<file path="src/rtl/march_pkg.sv">
// -----------------------------------------------------------------------------
// march_pkg
// Shared types and constants for the March C- sequencer:
//   state_e     - sequencer FSM states
//   elem_t      - one march element: direction, op count, per-op read flag and
//                 per-op data bit (bit i describes operation i of the element)
//   NUM_ELEM    - number of march elements (6)
//   elem_info   - element table lookup, index 0..5 (others return all-zero)
//   elem_is_down- direction lookup alone, for the next-element address preset
// -----------------------------------------------------------------------------
package march_pkg;

    localparam int NUM_ELEM = 6;

    typedef enum logic [1:0] {
        ST_IDLE  = 2'd0,
        ST_RUN   = 2'd1,
        ST_DRAIN = 2'd2,
        ST_DONE  = 2'd3
    } state_e;

    typedef struct packed {
        logic       down;     // 1: address runs WCOUNT-1 down to 0
        logic       two_ops;  // 1: element has two operations per address
        logic [1:0] op_rd;    // bit i: operation i is a read
        logic [1:0] op_one;   // bit i: operation i uses all-ones data
    } elem_t;

    // E0 up(w0); E1 up(r0,w1); E2 up(r1,w0); E3 down(r0,w1); E4 down(r1,w0); E5 up(r0)
    function automatic elem_t elem_info(input logic [2:0] idx);
        elem_t e;
        e = '0;
        case (idx)
            3'd0: e = '{down: 1'b0, two_ops: 1'b0, op_rd: 2'b00, op_one: 2'b00};
            3'd1: e = '{down: 1'b0, two_ops: 1'b1, op_rd: 2'b01, op_one: 2'b10};
            3'd2: e = '{down: 1'b0, two_ops: 1'b1, op_rd: 2'b01, op_one: 2'b01};
            3'd3: e = '{down: 1'b1, two_ops: 1'b1, op_rd: 2'b01, op_one: 2'b10};
            3'd4: e = '{down: 1'b1, two_ops: 1'b1, op_rd: 2'b01, op_one: 2'b01};
            3'd5: e = '{down: 1'b0, two_ops: 1'b0, op_rd: 2'b01, op_one: 2'b00};
            default: e = '0;
        endcase
        return e;
    endfunction

    function automatic logic elem_is_down(input logic [2:0] idx);
        elem_t e;
        e = elem_info(idx);
        return e.down;
    endfunction

endpackage

</file>
<file path="src/rtl/march_rd_pipe.sv">
// -----------------------------------------------------------------------------
// march_rd_pipe
// DEPTH-stage shift register that carries each outstanding read (valid,
// expected data, address, element) until the RAM returns its data.
// Ports:
//   clk, rst        - clock, synchronous active-high reset
//   flush           - drop every in-flight entry (run aborted)
//   in_valid/exp/addr/elem   - entry loaded into stage 0
//   out_valid/exp/addr/elem  - entry leaving the last stage
// -----------------------------------------------------------------------------
module march_rd_pipe #(
    parameter int DEPTH   = 2,
    parameter int WLENGTH = 4,
    parameter int AW      = 8
) (
    input  logic               clk,
    input  logic               rst,
    input  logic               flush,
    input  logic               in_valid,
    input  logic [WLENGTH-1:0] in_exp,
    input  logic [AW-1:0]      in_addr,
    input  logic [2:0]         in_elem,
    output logic               out_valid,
    output logic [WLENGTH-1:0] out_exp,
    output logic [AW-1:0]      out_addr,
    output logic [2:0]         out_elem
);

    logic [DEPTH-1:0]              vld_q;
    logic [DEPTH-1:0][WLENGTH-1:0] exp_q;
    logic [DEPTH-1:0][AW-1:0]      addr_q;
    logic [DEPTH-1:0][2:0]         elem_q;

    always_ff @(posedge clk) begin
        if (rst || flush) begin
            vld_q  <= '0;
            exp_q  <= '0;
            addr_q <= '0;
            elem_q <= '0;
        end else begin
            vld_q[0]  <= in_valid;
            exp_q[0]  <= in_exp;
            addr_q[0] <= in_addr;
            elem_q[0] <= in_elem;
            for (int i = 1; i < DEPTH; i++) begin
                vld_q[i]  <= vld_q[i-1];
                exp_q[i]  <= exp_q[i-1];
                addr_q[i] <= addr_q[i-1];
                elem_q[i] <= elem_q[i-1];
            end
        end
    end

    assign out_valid = vld_q[DEPTH-1];
    assign out_exp   = exp_q[DEPTH-1];
    assign out_addr  = addr_q[DEPTH-1];
    assign out_elem  = elem_q[DEPTH-1];

endmodule

</file>
<file path="src/rtl/march_sequencer.sv">
// -----------------------------------------------------------------------------
// march_sequencer
// March C- memory test sequencer. Issues one registered RAM operation per
// cycle, checks returned read data RD_LATENCY cycles later and reports a
// sticky fail flag.
// Optional build macro: MARCH_FAIL_CAPTURE_EN - when defined, fail_addr and
// fail_elem record the first mismatch of a run; otherwise they are tied to 0.
// Ports:
//   clk, rst          - clock, synchronous active-high reset
//   start, abort      - run request (IDLE/DONE only), run termination
//   mem_addr/wdata/we/en, mem_rdata - RAM interface
//   busy, done, fail  - run status
//   fail_addr, fail_elem - first-mismatch location
//
// state    | meaning
// ---------+-------------------------------------------------------------
// ST_IDLE  | waiting for start, RAM interface quiet
// ST_RUN   | issuing operations; one extra cycle after the last one
// ST_DRAIN | waiting RD_LATENCY cycles for the last reads to return
// ST_DONE  | run complete, done held high until the next start
// -----------------------------------------------------------------------------
module march_sequencer
    import march_pkg::*;
#(
    parameter int WCOUNT     = 256,
    parameter int WLENGTH    = 4,
    parameter int RD_LATENCY = 2
) (
    input  logic                      clk,
    input  logic                      rst,
    input  logic                      start,
    input  logic                      abort,
    output logic [$clog2(WCOUNT)-1:0] mem_addr,
    output logic [WLENGTH-1:0]        mem_wdata,
    output logic                      mem_we,
    output logic                      mem_en,
    input  logic [WLENGTH-1:0]        mem_rdata,
    output logic                      busy,
    output logic                      done,
    output logic                      fail,
    output logic [$clog2(WCOUNT)-1:0] fail_addr,
    output logic [2:0]                fail_elem
);

    localparam int             AW        = $clog2(WCOUNT);
    localparam logic [AW-1:0]  ADDR_LAST = AW'(WCOUNT - 1);
    localparam logic [AW-1:0]  ADDR_ONE  = AW'(1);

    state_e               state_q;
    logic [2:0]           elem_q;
    logic [AW-1:0]        addr_q;
    logic                 op_q;
    logic [2:0]           drain_q;
    logic [2:0]           op_elem_q;
    logic                 mem_en_q, mem_we_q;
    logic [AW-1:0]        mem_addr_q;
    logic [WLENGTH-1:0]   mem_wdata_q;
    logic                 busy_q, done_q, fail_q;

    elem_t                cur;
    logic                 last_op, last_addr;
    logic [AW-1:0]        addr_d;
    logic [2:0]           elem_d;
    logic                 op_d;
    logic                 run_start, run_abort, mismatch;

    logic                 pipe_vld;
    logic [WLENGTH-1:0]   pipe_exp;
    logic [AW-1:0]        pipe_addr;
    logic [2:0]           pipe_elem;

    // Cursor advance: finish all ops at this address, then step; at the end
    // of an element, preset the address for the next element's direction.
    always_comb begin
        cur       = elem_info(elem_q);
        last_op   = ~cur.two_ops | op_q;
        last_addr = cur.down ? (addr_q == '0) : (addr_q == ADDR_LAST);
        op_d      = ~last_op;
        elem_d    = elem_q;
        addr_d    = addr_q;
        if (last_op) begin
            if (last_addr) begin
                elem_d = elem_q + 3'd1;
                addr_d = elem_is_down(elem_q + 3'd1) ? ADDR_LAST : '0;
            end else begin
                addr_d = cur.down ? (addr_q - ADDR_ONE) : (addr_q + ADDR_ONE);
            end
        end
    end

    assign run_start = start && !abort && (state_q == ST_IDLE || state_q == ST_DONE);
    assign run_abort = abort && (state_q == ST_RUN || state_q == ST_DRAIN);
    assign mismatch  = pipe_vld && (mem_rdata != pipe_exp);

    always_ff @(posedge clk) begin
        if (rst) begin
            state_q     <= ST_IDLE;
            elem_q      <= '0;
            addr_q      <= '0;
            op_q        <= 1'b0;
            drain_q     <= '0;
            op_elem_q   <= '0;
            mem_en_q    <= 1'b0;
            mem_we_q    <= 1'b0;
            mem_addr_q  <= '0;
            mem_wdata_q <= '0;
            busy_q      <= 1'b0;
            done_q      <= 1'b0;
            fail_q      <= 1'b0;
        end else begin
            if (mismatch) fail_q <= 1'b1;
            case (state_q)
                ST_IDLE, ST_DONE: begin
                    if (run_start) begin
                        state_q <= ST_RUN;
                        busy_q  <= 1'b1;
                        done_q  <= 1'b0;
                        fail_q  <= 1'b0;
                        elem_q  <= '0;
                        addr_q  <= '0;
                        op_q    <= 1'b0;
                    end
                end
                ST_RUN: begin
                    if (abort) begin
                        state_q  <= ST_IDLE;
                        busy_q   <= 1'b0;
                        mem_en_q <= 1'b0;
                        mem_we_q <= 1'b0;
                    end else if (elem_q == 3'(NUM_ELEM)) begin
                        state_q  <= ST_DRAIN;
                        mem_en_q <= 1'b0;
                        mem_we_q <= 1'b0;
                        drain_q  <= 3'(RD_LATENCY - 1);
                    end else begin
                        mem_en_q    <= 1'b1;
                        mem_we_q    <= ~cur.op_rd[op_q];
                        mem_addr_q  <= addr_q;
                        // reads carry their expected data here, then into the pipe
                        mem_wdata_q <= {WLENGTH{cur.op_one[op_q]}};
                        op_elem_q   <= elem_q;
                        addr_q      <= addr_d;
                        elem_q      <= elem_d;
                        op_q        <= op_d;
                    end
                end
                ST_DRAIN: begin
                    if (abort) begin
                        state_q <= ST_IDLE;
                        busy_q  <= 1'b0;
                    end else if (drain_q == '0) begin
                        state_q <= ST_DONE;
                        busy_q  <= 1'b0;
                        done_q  <= 1'b1;
                    end else begin
                        drain_q <= drain_q - 3'd1;
                    end
                end
                default: state_q <= ST_IDLE;
            endcase
        end
    end

    // Pipe is fed from the registered RAM outputs so its exit lines up with
    // the cycle in which mem_rdata is valid.
    march_rd_pipe #(
        .DEPTH   (RD_LATENCY),
        .WLENGTH (WLENGTH),
        .AW      (AW)
    ) u_rd_pipe (
        .clk       (clk),
        .rst       (rst),
        .flush     (run_abort),
        .in_valid  (mem_en_q & ~mem_we_q),
        .in_exp    (mem_wdata_q),
        .in_addr   (mem_addr_q),
        .in_elem   (op_elem_q),
        .out_valid (pipe_vld),
        .out_exp   (pipe_exp),
        .out_addr  (pipe_addr),
        .out_elem  (pipe_elem)
    );

`ifdef MARCH_FAIL_CAPTURE_EN
    logic [AW-1:0] fail_addr_q;
    logic [2:0]    fail_elem_q;

    always_ff @(posedge clk) begin
        if (rst || run_start) begin
            fail_addr_q <= '0;
            fail_elem_q <= '0;
        end else if (mismatch && !fail_q) begin
            fail_addr_q <= pipe_addr;
            fail_elem_q <= pipe_elem;
        end
    end

    assign fail_addr = fail_addr_q;
    assign fail_elem = fail_elem_q;
`else
    logic unused_cap;
    assign unused_cap = ^{pipe_addr, pipe_elem};
    assign fail_addr  = '0;
    assign fail_elem  = '0;
`endif

    assign mem_en    = mem_en_q;
    assign mem_we    = mem_we_q;
    assign mem_addr  = mem_addr_q;
    assign mem_wdata = mem_wdata_q;
    assign busy      = busy_q;
    assign done      = done_q;
    assign fail      = fail_q;

endmodule

</file>
<file path="config.mk">
export PLATFORM = sky130hd
export DESIGN_NAME = march_sequencer
export DESIGN_NICKNAME = d
export VERILOG_FILES = /design/src/rtl/march_pkg.sv /design/src/rtl/march_rd_pipe.sv /design/src/rtl/march_sequencer.sv
export SDC_FILE = /design/constraint.sdc
export NUM_CORES = 1
export LEC_CHECK = 0
export CAP_MARGIN = 0
export CORE_UTILIZATION = 40
export CTS_BUF_LIST = sky130_fd_sc_hd__clkbuf_4 sky130_fd_sc_hd__clkbuf_8
export CTS_CLUSTER_DIAMETER = 80
export DETAILED_ROUTE_END_ITERATION = 8
export SYNTH_ARGS = -nofsm -noshare
export SYNTH_HDL_FRONTEND = slang
export SYNTH_HIERARCHICAL = 1
export SYNTH_SLANG_ARGS = --single-unit
</file>
<file path="constraint.sdc">
create_clock -name clk -period 3.65 [get_ports clk]
set_clock_uncertainty 0.15 [all_clocks]
set_input_delay 0.73 -clock clk [delete_from_list [all_inputs] [get_ports clk]]
set_output_delay 0.73 -clock clk [all_outputs]
set_load 0.01 [all_outputs]
</file>
# ---- Yosys cells after proc, flatten, opt, wreduce, memory -nomap -nowiden
# Cells that the tools add are included.
dict set report totals {
  reg_bits 35
  input_bits 8
  word_cells 132
}
dict set report classes {
  addsub 4
  n_lt_le_gt_ge 1
  n_eq_ne 28
  muxes 53
  bitwise_logic 8
  reduce_logical 23
}
# cell n
set op_table {}
lappend op_table {{6-bit case mux with 5 select lines} 2}
lappend op_table {{8-bit 2-to-1 mux} 7}
lappend op_table {{3-bit 2-to-1 mux} 9}
lappend op_table {{1-bit 2-to-1 mux} 21}
lappend op_table {{2-bit != test (second input constant)} 8}
lappend op_table {{8-bit case mux with 2 select lines} 1}
lappend op_table {{3-bit equality test (second input constant)} 5}
lappend op_table {{3-bit by 2-bit equality test with 1-bit output (second input constant)} 4}
lappend op_table {{6-bit 2-to-1 mux} 2}
lappend op_table {{3-bit case mux with 2 select lines} 2}
lappend op_table {{2-bit 2-to-1 mux} 5}
lappend op_table {{5-bit AND reduction} 2}
lappend op_table {{3-bit AND reduction} 3}
lappend op_table {{8-bit by 1-bit adder with 8-bit output (second input constant)} 1}
lappend op_table {{8-bit equality test (second input constant)} 1}
lappend op_table {{8-bit zero test} 1}
lappend op_table {{4-bit AND reduction} 2}
lappend op_table {{8-bit by 1-bit subtractor with 8-bit output (second input constant)} 1}
lappend op_table {{3-bit by 1-bit equality test with 1-bit output (second input constant)} 2}
lappend op_table {{3-bit by 2-bit != test with 1-bit output (second input constant)} 2}
lappend op_table {{1-bit NOT} 6}
lappend op_table {{2-bit case mux with 3 select lines} 1}
lappend op_table {{6-bit AND reduction} 1}
lappend op_table {{2-bit nonzero test} 3}
lappend op_table {{17 further kinds} 25}

# ---- Logic depth before layout (Yosys ltp)
# Gate-level depths: netlist of the first run.
dict set report depth {
  ltp_word 11
  mapped_depth 11
  mapped_depth_nobuf 10
}

# ---- Hierarchy
# The synthesis of the first run kept the hierarchy.
# mod instances cells_per_inst area_each_um2 seq_area_each_um2
set modules_own_cells {}
lappend modules_own_cells {march_sequencer 1 259 2069.5 680.7}
lappend modules_own_cells {march_rd_pipe 1 85 1211.2 640.6}

# ---- Least setup slack after synthesis of the first run
# Ideal clock, no wire load.
dict set report synth_timing {
  path_kind {reg-to-reg}
  from {register, netlist name elem_q[0]}
  to {register, netlist name addr_q[7]}
  setup_time_ps 62
  arrival_time_ps 2506
  required_ps 3438
  slack_ps 932
  path_stages_with_launch 11
  n_path_buf 0
  period_less_slack_ps 2718
  path_cell_list {dfxtp_1 > ha_1 > ha_1 > a21o_1 > ha_1 > a21o_1 > nand4_1 > and3_1 > or3_1 > a2111o_1 > nand3_1}
}

==> out/qor.yml, run 1 <==
outcome:
  status: "complete, no violations"
routing:
  viasPerCell: 5.22
  post_drt_wl_per_cell_um: 12.8
  drtIter0Drc: 109
  vias: 1880
  firstDrtPassIters: 4
  postRouteAntennaNets: 0
  drc: 0
  wl_um: 4610
floorplan:
  die_area_mm2: 0.00622
  initial_core_util_pct: 42.1
  fp.dieW_um: 78.9
  die_h_um: 78.9
  rows: 27
  core_mm2: 0.00561
  design.portCount: 36
clock_network:
  cts_root_buffer: "clkbuf_8"
  cts_inserted_buffers: 5
  holdBufCountCts: 0
  cts_tree: "built"
  path_clk_slew_ns: 0.08
  cts_max_level: 2
  cts_setup_buffers: 0
  cts.sinks: 41
  ctsResizeCount: 0
  cts_buffer_depth: 2
  insertion_delay_ns: 0.29
cells_and_area:
  nets: 311
  drive_gt1_share_pct: 9.72
  design_area_mm2: 0.00265
  final_util_pct: 47.2
  synthToLayoutAreaGrowth_pct: 12.1
  diodes: 0
yosys:
  syn_inst: 274
  synth_area_mm2: 0.00236
  synth.avg_cell_area_um2: 8.63
  yosysWarningCount: 6
setup_path:
  cp_top_family: "compound AO/OA/AOI/OAI gates"
  crit_buf_inv: 1
  cp-start-kind: "flip-flop"
  cp-end-kind: "flip-flop"
  crit_slowest_cell: "dfxtp_1"
  slowest_delay_ns: 0.50
  setup.worst_path.class: "flip-flop to flip-flop"
  worst-path-max-fanout: 13
  cp.required_ns: 3.74
  path_cells: "inv_1, ha_1, a21o_1, ha_1, a21o_1, nand4_1, and3_1, or3_1, a2111o_1, nand3_1"
  crit_arrival_ns: 3.09
placement:
  port_buffers: 24
  dp_hpwl_um: 3370
  gp_congestion: 0.817
  place_area_mm2: 0.00253
timing:
  relSlewSlack_pct: 46.7
  fmax_ghz: 0.334
  period_share_pct: 82.1
  period_needed_ns: 3.00
  setup-violations-final: 0
  setup_tns_ns: 0
  slew_violations: 0
  tightest_slew_ns: 0.798
  hold_violations: 0
  rsz0062_at_grt: "false"
global_route:
  grt_pass1_wl_um: 7760
  grt-ovfl-total: 0
  grt_start_max_net_pins: 19
  antenna_found_initial: 0
  grt_pass1_vias: 1751
  track_usage_pct: 15.7
power_and_ir_drop:
  power_density_mw_per_mm2: 395
  vdd_drop_max_mv: 0.199
  power_uw: 1050
  p_leak_uw: 0.00103
run:
  drv_cap: 0
worst_hold_path:
  hold_path.class: "flip-flop to flip-flop"
-- worst reg2reg max path: cells and delay by family, from the launching register on --
family / cells / cell delay (ns)
AO/OA/AOI/OAI: 3 / 0.82
adder cells (fa/ha/maj): 2 / 0.60
buffers and inverters: 1 / 0.13
flip-flops: 1 / 0.50
AND/OR/NAND/NOR: 4 / 0.74
-- final cells by class --
type	instances	area, um^2
fillers	579	2960
inverters	13	48.8
multi-input cells	199	1310
well taps	72	90.1
clock inverters	2	37.5
flip-flops and latches	41	821
clock buffers	6	82.6
repair buffers	27	263
-- power by group --
part | leakage [uW] | switching [uW] | total (uW) | internal (uW)
registers | 0.000332 | 16.5 | 485 | 468
clock network | 0.0000574 | 164 | 386 | 222
logic | 0.000638 | 101 | 175 | 73.7
-- worst paths after layout --
path                from     endpoint  slack, ns  depth (start not counted)
min          mem_addr[1]  mem_addr[1]       0.31                          2
max            elem_q[2]    addr_q[7]       0.65                         10
max reg2reg    elem_q[2]    addr_q[7]       0.65                         10
min reg2reg  mem_addr[1]  mem_addr[1]       0.31                          2
-- registers in the layout, summed over array words and instances (netlist names) --
signal,flops
done,1
mem_wdata,1
u_rd_pipe/out_exp,4
drain_q,3
busy,1
state_q,2
u_rd_pipe/exp_q,4
u_rd_pipe/vld_q,2
mem_addr,8
addr_q,8
fail,1
op_q,1
elem_q,3
mem_we,1
mem_en,1
-- per-stage QoR --
step / hold slack [ns] / cells / worst slack [ns]
after global routing: 0.332 / 360 / 0.455
final: 0.309 / 360 / 0.653
after CTS: 0.314 / 360 / 0.670
after global placement: 0.296 / 352 / 0.746
after floorplan: 0.291 / 284 / 0.944
after detailed placement: 0.300 / 352 / 0.675
-- cell usage in the layout (no fill, tap or decap), drive strengths merged, types with 4 or more instances in the layout --
cell type / count
nand4: 6
o21ai: 13
conb: 11
a21o: 5
clkbuf: 6
clkdlybuf4s50: 24
dfxtp: 41
xnor2: 6
nor3b: 11
inv: 13
a21oi: 28
nor2: 14
and3: 5
nor3: 6
ha: 15
a31oi: 4
nand2: 34
-- per-layer routing --
layer  wire, um  GRT usage, %  up-vias  share of wire, %
li1           -             -      960                 -
met1       2100          18.7      869                46
met2       2200          27.0       40                48
met3        206          3.68       11               4.5
met4        103          6.18        0               2.2
met5          0             0        -                 0
No activity file was read; power rests on OpenSTA's default activity.
==> inputs of run 2 (changes only) <==
==> constraint.sdc (replaced) <==
create_clock -name clk -period 2.8 [get_ports clk]
set_clock_uncertainty 0.15 [all_clocks]
set_input_delay 0.56 -clock clk [delete_from_list [all_inputs] [get_ports clk]]
set_output_delay 0.56 -clock clk [all_outputs]
set_load 0.01 [all_outputs]
==> out/qor.yml, run 2 (same netlist as run 1, synthesis figures left out) <==
setup_path:
  cp.depth: 10
  cp.required_ns: 2.89
  reg2regPathDepth: 10
  cp_top_family: "simple AND/OR/NAND/NOR gates"
  crit_start: "elem_q[0]"
  cp-end-kind: "flip-flop"
  cp-start-kind: "flip-flop"
  setup.worst_path.class: "flip-flop to flip-flop"
  r2r_start: "elem_q[0]"
  crit_buf_inv: 0
  path_cells: "ha_1, ha_2, a21o_4, ha_1, a21o_1, nand4_1, and3_1, or3_4, a2111o_1, nand3_1"
  crit_slowest_cell: "or3_4"
  crit_top_cell: "ha_1"
  worst-path-max-fanout: 6
  slowest_delay_ns: 0.36
  crit_arrival_ns: 2.79
  rrSetupSlack_ns: 0.10
  setup.worst_path.end: "addr_q[7]"
  r2r-end: "addr_q[7]"
worst_hold_path:
  hold_path.class: "flip-flop to flip-flop"
global_route:
  grt-ovfl-total: 0
  grt_start_max_net_pins: 34
  track_usage_pct: 16.3
  antenna_found_initial: 0
  grt_pass1_vias: 1738
  grt_pass1_wl_um: 7980
floorplan:
  die_area_mm2: 0.00622
  rows: 27
  core_mm2: 0.00561
  die_h_um: 78.9
  design.portCount: 36
  initial_core_util_pct: 42.1
  fp.dieW_um: 78.9
routing:
  postRouteAntennaNets: 0
  viasPerCell: 5.16
  vias: 1894
  drtIter0Drc: 102
  post_drt_wl_per_cell_um: 13.0
  firstDrtPassIters: 4
  wl_um: 4760
  drc: 0
clock_network:
  cts_tree: "built"
  cts_root_buffer: "clkbuf_8"
  insertion_delay_ns: 0.30
  cts_setup_buffers: 0
  cts_inserted_buffers: 5
  cts_max_level: 2
  cts.sinks: 41
  path_clk_slew_ns: 0.08
  cts_buffer_depth: 2
timing:
  slew_violations: 0
  relSlewSlack_pct: 66.0
  setup-violations-final: 0
  rsz0062_at_grt: "false"
  tightest_slew_ns: 0.508
  fmax_ghz: 0.371
  period_needed_ns: 2.70
  period_share_pct: 96.3
  hold_violations: 0
  setup_tns_ns: 0
power_and_ir_drop:
  vdd_drop_max_mv: 0.218
  power_density_mw_per_mm2: 479
  p_leak_uw: 0.00106
cells_and_area:
  diodes: 0
  nets: 318
  layout_common_cells: "40 x dfxtp_1, 33 x nand2_1, 27 x a21oi_1"
  synthToLayoutAreaGrowth_pct: 14.9
  final_common_cell: "dfxtp_1"
  drive_gt1_share_pct: 13.9
  final_util_pct: 48.4
placement:
  port_buffers: 24
  gp_congestion: 0.849
  dp_hpwl_um: 3440
run:
  drv_cap: 0
outcome:
  status: "complete, no violations"
## run 2: how the worst min path moves through the flow
stage,cells after the start,startpoint,endpoint,slack [ns]
finish,2,mem_addr[1],mem_addr[1],0.31
global route,2,mem_addr[4],mem_addr[4],0.33
CTS,2,mem_addr[5],mem_addr[5],0.31
detailed placement,2,mem_addr[5],mem_addr[5],0.30
global placement,2,mem_addr[0],mem_addr[0],0.30
floorplan,1,u_rd_pipe/exp_q[0],u_rd_pipe/out_exp[0],0.29
## run 2: what timing repair did
| action | CTS | global route |
|---|---|---|
| setup endpoints to repair | 0 | 2 |
| gates resized for setup | 0 | 7 |
| endpoints found under the hold margin | 0 | 0 |
| hold buffers | 0 | 0 |
## run 2: report_power, final
part           internal, uW  leakage (uW)  switching (uW)
clock                   223     0.0000542             209
sequential              610      0.000332            21.3
combinational           104      0.000669             133
total                   938       0.00106             363
## run 2: final cells by class
| class | count | area [um^2] |
|---|---|---|
| clock buffers | 7 | 96.3 |
| clock inverters | 1 | 5.00 |
| fillers | 567 | 2890 |
| inverters | 13 | 48.8 |
| multi-input cells | 199 | 1340 |
| flip-flops and latches | 41 | 822 |
| well taps | 72 | 90.1 |
| repair buffers | 34 | 315 |
## run 2: metal layers
layer | global-route usage (%) | vias to the layer above | wire (um)
li1 | - | 972 | -
met1 | 20.8 | 871 | 2260
met2 | 26.6 | 45 | 2240
met3 | 3.79 | 6 | 223
met4 | 6.00 | 0 | 34
met5 | 0 | - | 0
## run 2: worst reg2reg max path, cell delays in order (launching register included)
cell,delay [ns]
dfxtp_2,0.35
ha_1,0.21
ha_2,0.20
a21o_4,0.22
ha_1,0.27
a21o_1,0.13
nand4_1,0.11
and3_1,0.19
or3_4,0.36
a2111o_1,0.36
nand3_1,0.08
## run 2: metrics by stage
step	instance area [um^2]	setup slack [ns]	power (uW)	cells	hold WS (ns)
CTS	2680	0.0137	1320	367	0.314
global route	2720	0.00289	1380	367	0.331
floorplan	2400	0.0940	823	284	0.291
detailed placement	2580	0.0253	884	359	0.299
finish	2720	0.103	1300	367	0.307
global placement	2580	0.0747	882	359	0.297
==> inputs of run 3 (changes only) <==
--- a/config.mk
+++ b/config.mk
@@ -5,9 +5,10 @@
 export SDC_FILE = /design/constraint.sdc
 export NUM_CORES = 1
 export LEC_CHECK = 0
+export ABC_CLOCK_PERIOD_IN_PS = 2800
 export CAP_MARGIN = 0
 export CORE_UTILIZATION = 40
-export CTS_BUF_LIST = sky130_fd_sc_hd__clkbuf_4 sky130_fd_sc_hd__clkbuf_8
+export CTS_BUF_LIST = sky130_fd_sc_hd__clkbuf_2
 export CTS_CLUSTER_DIAMETER = 80
 export DETAILED_ROUTE_END_ITERATION = 8
 export SYNTH_ARGS = -nofsm -noshare
==> out/qor.yml, run 3 (same netlist as run 1, synthesis figures left out) <==
outcome:
  status: "complete, no violations"
timing:
  hold_violations: 0
  tightest_slew_ns: 0.514
  relSlewSlack_pct: 65.6
  fmax_ghz: 0.368
  worst_slack_ns: 0.0808
  period_needed_ns: 2.72
  slew_violations: 0
  period_share_pct: 97.1
  setup-violations-final: 0
global_route:
  grt_pass1_vias: 1745
  grt_use_met2_pct: 27.1
  antenna_found_initial: 0
  use_met3_pct: 4.14
  track_usage_pct: 16.4
  use_met1_pct: 20.8
  grt_start_max_net_pins: 34
  grt_pass1_wl_um: 8050
  top_usage_layer: "met2"
  grt-ovfl-total: 0
setup_path:
  worst-path-max-fanout: 6
  cp-start-kind: "flip-flop"
  setup.worst_path.class: "flip-flop to flip-flop"
  cp-end-kind: "flip-flop"
  cp.required_ns: 3.01
  crit_arrival_ns: 2.93
routing:
  viasPerCell: 5.14
  firstDrtPassIters: 4
  drtIter0Drc: 90
  post_drt_wl_per_cell_um: 13.1
  drc: 0
  vias: 1893
  wl_um: 4810
  postRouteAntennaNets: 0
floorplan:
  design.portCount: 36
  die_h_um: 78.9
  rows: 27
  core_mm2: 0.00561
  initial_core_util_pct: 42.1
  fp.dieW_um: 78.9
  die_area_mm2: 0.00622
clock_network:
  holdBufCountCts: 0
  cts_buffer_depth: 2
  cts.sinks: 41
  path_clk_slew_ns: 0.22
  cts_tree: "built"
  cts_root_buffer: "clkbuf_2"
  cts_max_level: 2
  cts_inserted_buffers: 5
  insertion_delay_ns: 0.40
power_and_ir_drop:
  vdd_drop_max_mv: 0.171
  p_switching_uw: 352
  power_uw: 1120
  p_leak_uw: 0.00104
  seqPwrFrac_pct: 56.4
  p_comb_share_pct: 21.3
  intPower_uw: 770
  power_density_mw_per_mm2: 422
  p_sw_share_pct: 31.3
  p_clk_share_pct: 22.3
placement:
  dp_hpwl_um: 3440
  preCtsSetupSlack_ns: 0.0253
  port_buffers: 24
  gp_congestion: 0.849
cells_and_area:
  final_util_pct: 47.5
  final_common_cell: "dfxtp_1"
  layout_common_cells: "40 x dfxtp_1, 33 x nand2_1, 27 x a21oi_1"
  drive_gt1_share_pct: 13.5
  synthToLayoutAreaGrowth_pct: 12.6
  diodes: 0
  nets: 319
worst_hold_path:
  hold_path.class: "flip-flop to flip-flop"
run:
  drv_cap: 0
## run 3: changes by cell type in the layout (fill, tap and decap cells not counted), sizes merged
cell | before | now
clkbuf | 7 | 5
buf | 10 | 11
clkinv | 1 | 3
## run 3: worst max-delay path, cell delays in order, from the launching register on
cell and delay (ns):
dfxtp_4 0.40, ha_1 0.21, ha_2 0.20, a21o_4 0.22, ha_1 0.27, a21o_1 0.13
nand4_1 0.12, and3_1 0.18, or3_4 0.37, a2111o_1 0.36, nand3_1 0.08
## run 3: area by class of cell
type	count	area, um^2
Clock inverter	3	12.5
Fill cell	574	2950
Multi-Input combinational cell	199	1340
Timing Repair Buffer	35	323
Clock buffer	5	25.0
Tap cell	72	90.1
Inverter	13	48.8
Sequential cell	41	825
## run 3: metal layers
metal,vias up,wire (um),part of all wire (%)
li1,977,-,-
met1,878,2340,49
met2,32,2250,47
met3,6,173,3.6
met4,0,46,0.96
met5,-,0,0
## run 3: final timing paths
| kind | startpoint | to | slack [ns] | depth (start not counted) |
|---|---|---|---|---|
| setup reg to reg | elem_q[0] | addr_q[7] | 0.08 | 10 |
| hold reg to reg | mem_addr[1] | mem_addr[1] | 0.32 | 2 |
| hold / removal | mem_addr[1] | mem_addr[1] | 0.32 | 2 |
| setup / recovery | elem_q[0] | addr_q[7] | 0.08 | 10 |
## run 3: per-stage QoR
| step | hold slack (ns) | area (um^2) | std cells | TNS (ns) |
|---|---|---|---|---|
| finish | 0.319 | 2660 | 368 | 0 |
| detailed placement | 0.299 | 2580 | 359 | 0 |
| floorplan | 0.291 | 2400 | 284 | 0 |
| global placement | 0.297 | 2580 | 359 | 0 |
| CTS | 0.326 | 2620 | 367 | 0 |
| global route | 0.344 | 2660 | 368 | -0.00482 |
## run 3: what timing repair did
action | 4_1_cts | 5_1_grt
resized for setup | 1 | 7
endpoints found under the setup margin | 1 | 2
pin swaps | 0 | 1
buffers inserted | 0 | 1
## run 3: power by group through the flow
stage	Sequential, uW	Combinational, uW	Clock, uW
after floorplan	645	178	0
after global placement	645	237	0
after detailed placement	645	238	0
after CTS	634	240	269
after global routing	637	270	290
final	632	239	251
